$ cat src/rtl/restoring_divider.sv
`default_nettype none
// ============================================================================
// Module   : restoring_divider
// Brief    : Iterative restoring divider, one quotient bit per clock, signed or
//            unsigned per operation, valid/ready on both sides.
// Revision : 1.0 - initial release
// ============================================================================
module restoring_divider #(
    parameter int WIDTH = 8
) (
    input  logic             clk,
    input  logic             rst,
    input  logic             in_valid,
    output logic             in_ready,
    input  logic [WIDTH-1:0] dividend,
    input  logic [WIDTH-1:0] divisor,
    input  logic             is_signed,
    output logic             out_valid,
    input  logic             out_ready,
    output logic [WIDTH-1:0] quotient,
    output logic [WIDTH-1:0] remainder,
    output logic             div_by_zero
);

    localparam int CNT_W = (WIDTH > 2) ? $clog2(WIDTH) : 1;
    localparam logic [CNT_W-1:0] c_last = CNT_W'(WIDTH - 1);

    localparam logic [1:0] S_IDLE = 2'd0;
    localparam logic [1:0] S_CALC = 2'd1;
    localparam logic [1:0] S_DONE = 2'd2;

    logic [1:0]       r_state;
    logic [1:0]       w_state_next;
    logic [WIDTH-1:0] r_dvd;
    logic [WIDTH-1:0] r_dsr;
    logic [WIDTH-1:0] r_rem;
    logic [WIDTH-1:0] r_q;
    logic [WIDTH-1:0] r_raw_dvd;
    logic [CNT_W-1:0] r_cnt;
    logic             r_sign_q;
    logic             r_sign_r;
    logic             r_dbz;

    logic             w_dvd_neg;
    logic             w_dsr_neg;
    logic [WIDTH-1:0] w_dvd_abs;
    logic [WIDTH-1:0] w_dsr_abs;
    logic [WIDTH:0]   w_rem_shift;
    logic [WIDTH:0]   w_diff;
    logic             w_ge;
    logic [WIDTH-1:0] w_rem_next;
    logic [WIDTH-1:0] w_q_next;
    logic             w_last;

    assign in_ready  = (r_state == S_IDLE);
    assign out_valid = (r_state == S_DONE);

    assign w_dvd_neg = is_signed & dividend[WIDTH-1];
    assign w_dsr_neg = is_signed & divisor[WIDTH-1];
    assign w_dvd_abs = w_dvd_neg ? (-dividend) : dividend;
    assign w_dsr_abs = w_dsr_neg ? (-divisor)  : divisor;

    // The stored remainder is always below the divisor, so WIDTH bits hold it;
    // the shifted working value needs WIDTH+1. For a nonzero divisor the top bit
    // of the WIDTH+1-bit difference is exactly the borrow.
    assign w_rem_shift = {r_rem, r_dvd[WIDTH-1]};
    assign w_diff      = w_rem_shift - {1'b0, r_dsr};
    assign w_ge        = ~w_diff[WIDTH];
    assign w_rem_next  = w_ge ? w_diff[WIDTH-1:0] : w_rem_shift[WIDTH-1:0];
    assign w_q_next    = {r_q[WIDTH-2:0], w_ge};
    assign w_last      = (r_cnt == c_last);

    always_ff @(posedge clk or posedge rst) begin
        if (rst) begin
            r_state <= S_IDLE;
        end else begin
            r_state <= w_state_next;
        end
    end

    always_comb begin
        w_state_next = r_state;
        case (r_state)
            S_IDLE:  if (in_valid)  w_state_next = S_CALC;
            S_CALC:  if (w_last)    w_state_next = S_DONE;
            S_DONE:  if (out_ready) w_state_next = S_IDLE;
            default: w_state_next = S_IDLE;
        endcase
    end

    always_ff @(posedge clk or posedge rst) begin
        if (rst) begin
            r_dvd       <= '0;
            r_dsr       <= '0;
            r_rem       <= '0;
            r_q         <= '0;
            r_raw_dvd   <= '0;
            r_cnt       <= '0;
            r_sign_q    <= 1'b0;
            r_sign_r    <= 1'b0;
            r_dbz       <= 1'b0;
            quotient    <= '0;
            remainder   <= '0;
            div_by_zero <= 1'b0;
        end else begin
            case (r_state)
                S_IDLE: begin
                    if (in_valid) begin
                        r_dvd     <= w_dvd_abs;
                        r_dsr     <= w_dsr_abs;
                        r_sign_q  <= w_dvd_neg ^ w_dsr_neg;
                        r_sign_r  <= w_dvd_neg;
                        r_dbz     <= (divisor == '0);
                        r_raw_dvd <= dividend;
                        r_rem     <= '0;
                        r_q       <= '0;
                        r_cnt     <= '0;
                    end
                end
                S_CALC: begin
                    r_rem <= w_rem_next;
                    r_dvd <= {r_dvd[WIDTH-2:0], 1'b0};
                    r_q   <= w_q_next;
                    r_cnt <= r_cnt + 1'b1;
                    if (w_last) begin
                        if (r_dbz) begin
                            quotient    <= '1;
                            remainder   <= r_raw_dvd;
                            div_by_zero <= 1'b1;
                        end else begin
                            quotient    <= r_sign_q ? (-w_q_next)   : w_q_next;
                            remainder   <= r_sign_r ? (-w_rem_next) : w_rem_next;
                            div_by_zero <= 1'b0;
                        end
                    end
                end
                default: begin
                end
            endcase
        end
    end

endmodule
`default_nettype wire
$ cat config.mk
export PLATFORM = sky130hd
export DESIGN_NAME = restoring_divider
export DESIGN_NICKNAME = d
export VERILOG_FILES = /design/src/rtl/restoring_divider.sv
export SDC_FILE = /design/constraint.sdc
export NUM_CORES = 1
export LEC_CHECK = 0
export ABC_CLOCK_PERIOD_IN_PS = 7500
export BUFFER_PORTS_ARGS = -buffer_cell sky130_fd_sc_hd__buf_2
export CORE_MARGIN = 5
export CORE_UTILIZATION = 65
export CTS_BUF_LIST = sky130_fd_sc_hd__clkbuf_4 sky130_fd_sc_hd__clkbuf_8
export DETAILED_ROUTE_END_ITERATION = 12
export PLACE_DENSITY = 0.89
export SLEW_MARGIN = 20
export SYNTH_ARGS = -nofsm -noshare
export SYNTH_HDL_FRONTEND = slang
export SYNTH_SLANG_ARGS = --single-unit
$ cat constraint.sdc
create_clock -name clk -period 7.5 [get_ports clk]
set_clock_uncertainty 0.15 [all_clocks]
set_input_delay 1.125 -clock clk [delete_from_list [all_inputs] [get_ports clk]]
set_output_delay 1.125 -clock clk [all_outputs]
set_load 0.02 [all_outputs]
Word-level counts from Yosys, hierarchy flattened --
Index checks and enable logic that the tools add are counted. Widths: inputs -> output; s select.
Word-level totals: bits in latches 0, bits in read-only memories 0, bits in writable memories 0, input bits 21, memories 0, output and inout port bits 19, register bits after elaboration 64
Operators by class: multiplexer cells 19, $lt $le $gt $ge 0, add/sub/neg operators 6, div/mod/pow operators 0, bitwise gates (word level) 4, $mul 0, reductions and logical operators 7, shift operators 0, equality and inequality tests 6
Operator list (number):
- $mux 8 | 9
- $neg 8->8 | 4
- $pmux 8 s2 | 2
- $pmux 7 s2 | 1
- $sub 9x8->9 | 1
- $logic_not 8->1 | 1
- $mux 2 | 3
- $pmux 2 s3 | 1
- $pmux 3 s2 | 1
- $reduce_and 2->1 | 3
- $ne 2x2->1 const B | 2
- $add 3x1->3 const B | 1
- $eq 3x3->1 const B | 1
- $mux 3 | 1
- $reduce_and 3->1 | 1
- $and 1x1->1 | 2
- $eq 2x1->1 const B | 1
- $eq 2x2->1 const B | 1
- $logic_not 2->1 | 1
- $ne 2x1->1 const B | 1
- $reduce_bool 2->1 | 1
- $mux 1 | 1
- $not 1->1 | 1
- $xor 1x1->1 | 1

Logic depth before layout (Yosys ltp) --
word-level depth 5, mapped depth 15, mapped depth without buffers 15

Worst setup path before layout --
OpenSTA, ideal clock, no wires.
path kind register to register, start reg r_dvd[7], end reg remainder[6], period minus slack after synthesis 3427 ps, path slack 4073 ps, library setup time 126 ps, arrival 3151 ps, stages on the path, launching flop included 15, cells stage by stage dfrtp_1 inv_1 ha_1 inv_1 fa_1 a211oi_2 o2111ai_1 o211ai_4 mux2_2 ha_1 nand2_1 nor3_1 a311oi_2 mux2i_1 a221o_1
Between the ends: word-level cells in the longest chain between the ends 5
RTL lines:
- from (decl) | line 34 | logic [WIDTH-1:0] r_dvd;
- from (signal assigned) | line 109 | r_dvd <= w_dvd_abs;
- from (signal assigned) | line 122 | r_dvd <= {r_dvd[WIDTH-2:0], 1'b0};
- $sub 9x8->9 | line 67 | assign w_diff = w_rem_shift - {1'b0, r_dsr};
- $mux 8 (*) | line 69 | assign w_rem_next = w_ge ? w_diff[WIDTH-1:0] : w_rem_shift[WIDTH-1:0];
- $neg 8->8 | line 132 | remainder <= r_sign_r ? (-w_rem_next) : w_rem_next;
- $mux 8 (*) | line 132
- $mux 8 (*) | line 126 | if (r_dbz) begin
- to (signal assigned) | line 128 | remainder <= r_raw_dvd;
- to (signal assigned) | line 132
- to (decl) | line 21 | output logic [WIDTH-1:0] remainder,
Mark *: on every way between the ends. The rest lies on a longest branch, timed or not. A chain may end at the register's enable or synchronous reset.

Final worst setup path --
Ends and elaborated chain as after synthesis.

==> impl_metrics.ini <==
[status]
status = complete, no violations

[final_layout]
fill_cells = 411
n_antenna_cell = 0
drive_gt1_share_pct = 15.9
design_area_mm2 = 0.00418
syn_to_final_growth_pct = 10.9
final_nets = 498

[power]
swShare_pct = 48.9
power_frac_clock_pct = 11.7
pwr-share-seq_pct = 27.7
cellLeakagePower_nw = 1.95
internal-power_mw = 1.16
switchingPower_mw = 1.11
power_mw = 2.28
power_frac_comb_pct = 60.6
irDropWorstVdd_v = 0.000313
power_density_mw_per_mm2 = 544

[clock_network]
htree_levels = 3
cts_tree = done
cts-root-buf = clkbuf_8
clk_pin_slew_ps = 80
clk_path_buf_depth = 2
clock_latency_ps = 350
cts_setup_buffers = 0
cts_resized = 0
cts_hold_buf = 0
cts_buffers = 9
cts_sinks = 64

[setup_path]
r2r_cells = 14
criticalPathCategory = flop to flop
critical_path.startpoint_type = flop
cp.arrival_ps = 3920
cp.required_ps = 7580
rrSetupSlack_ps = 3660
r2r_end = remainder[6]
endpoint_kind = flop
rr_startpoint = r_dvd[7]
crit_path_max_fanout = 19

[die]
die_y_um = 86.2
ios = 40
start_util_pct = 67.7
die_w_um = 86.2
design.core.area_mm2 = 0.00557
fp-row-count = 27
dieArea_mm2 = 0.00743

[synthesis]
synth_nets = 463
ys_ff_latch = 64
synth-edff-count = 0
synth-async-reset-ratio_pct = 100
yosys_warnings = 0
synth.most_common_cell = nand2_1
synth_cells = 427
synth_seq_area_share_pct = 42.5
synthFlopType = dfrtp_1
yosys.area.top_type = dfrtp_1
syn_area_per_cell_um2 = 8.83
synth.area.top_cells = dfrtp_1, nand2_1, o21ai_0
yosysUniqueCellTypes = 54
synthTopCellsByCount = nand2_1, dfrtp_1, o21ai_0
synth_area_mm2 = 0.00377
synth_top_area_share_pct = 42.5

[drt]
routed_via_density = 6.03
ant_nets = 0
wl_per_cell_um = 16.0
drt_iter0_markers = 278
wl_um = 8620
num_vias = 3246
first_pass_iters = 5
drcViolationCount = 0

[sta]
hold_slack_ps = 329
setup_viol = 0
finalMaxSlewViolations = 0
finalHoldViolCount = 0
period_share_pct = 51.2
setup-tns-final_ps = 0
clock.fmax_mhz = 261
period_needed_ps = 3840
max_slew_margin_pct = 32.5
rsz0062_at_grt = false
worst_slack_ps = 3660
worst_slew_pin_slew_ps = 1010

[global_routing]
grt_max_degree = 65
use_met1_pct = 34.0
grt_pass1_wl_um = 14500
grt_overflow_total = 0
busiest_layer = met2
grt_pass1_vias = 3039
use_met3_pct = 5.23
grt_use_met2_pct = 40.0
grt_usage_pct = 25.1
antenna_found_initial = 0

[placement]
portBuffers = 39
gp_congestion = 0.942
place_area_mm2 = 0.00401
pre_cts_slack_ps = 3690
dp_hpwl_um = 6120

[flow_run]
cap_violations = 0

[worst_hold_path]
holdCritStartpoint = div_by_zero
holdPathEnd = div_by_zero
hold_path_depth = 2
min_path_type = flop to flop
## registers in the layout, summed over array words and instances (netlist names)
signal       cells
r_cnt            3
quotient         8
r_q              7
r_dbz            1
div_by_zero      1
r_dsr            8
r_dvd            8
r_sign_q         1
r_raw_dvd        8
r_rem            8
r_state          2
r_sign_r         1
remainder        8
## stage by stage
stage	instances	utilization, %
after detailed placement	523	72.0
after global placement	523	72.0
after floorplan	427	-
after global routing	538	75.1
final	538	75.1
after CTS	538	75.1
## logic make-up after synthesis
logic type	Yosys count	synth area share, %
mux	11	2.95
xor+xnor	27	6.27
fa+ha+maj	15	5.17
flops	64	42.5
simple gates	153	18.3
buf+inv	44	4.54
compound gates	113	20.3
## final cells by class
cell class / instances / area, µm² / share of cell area [%]
multi-input cells: 319 / 2000 / 47.8
inverters: 25 / 96.3 / 2.30
repair buffers: 43 / 225 / 5.38
flip-flops and latches: 64 / 1600 / 38.3
clock inverters: 5 / 33.8 / 0.807
well taps: 72 / 90.1 / 2.15
clock buffers: 10 / 138 / 3.29
## layer usage
layer / wire length [µm] / up-vias / share of wire (%)
met5: 0 / - / 0
met4: 159 / 0 / 1.8
met3: 641 / 18 / 7.4
met2: 3980 / 138 / 46
met1: 3840 / 1525 / 45
li1: - / 1565 / -
## cell usage in the layout (no fill, tap or decap), types with 5 or more instances in the layout
cell type,count
mux2i_1,10
xor2_1,10
xnor2_1,17
nand3_1,18
inv_1,23
nand2_1,67
ha_1,14
a21oi_1,22
a22oi_1,6
nor2b_1,5
buf_2,39
nor3_1,8
clkbuf_8,10
o21ai_0,48
nor2_1,33
dfrtp_1,64
## critical path, stage by stage (launching register included)
cell       delay, ps
dfrtp_1          400
inv_1             80
ha_1             160
inv_1             50
fa_1             410
a211oi_2         340
o2111ai_1        250
o211ai_4         360
mux2_2           430
ha_1             220
nand2_1           80
nor3_1            60
a311oi_2         320
mux2i_1          130
a221o_1          280
## power groups by stage
stage	clock network, mW	logic (mW)	registers, mW
3_3_place_gp	0	1.31	0.623
4_1_cts	0.267	1.37	0.629
2_1_floorplan	0	1.04	0.638
5_1_grt	0.285	1.53	0.653
6_report	0.266	1.38	0.632
3_5_place_dp	0	1.36	0.634
## worst max path at each step
stage | from | to | slack (ps) | cells after the start
3_5_place_dp | r_dvd[7] | remainder[6] | 3690 | 14
5_1_grt | r_dvd[7] | remainder[6] | 3410 | 14
4_1_cts | r_dvd[7] | remainder[6] | 3670 | 14
6_report | r_dvd[7] | remainder[6] | 3660 | 14
2_1_floorplan | r_dvd[7] | remainder[6] | 4070 | 14
3_3_place_gp | r_dvd[7] | remainder[6] | 3790 | 14
Note: power is estimated with default switching activity, not from simulation.
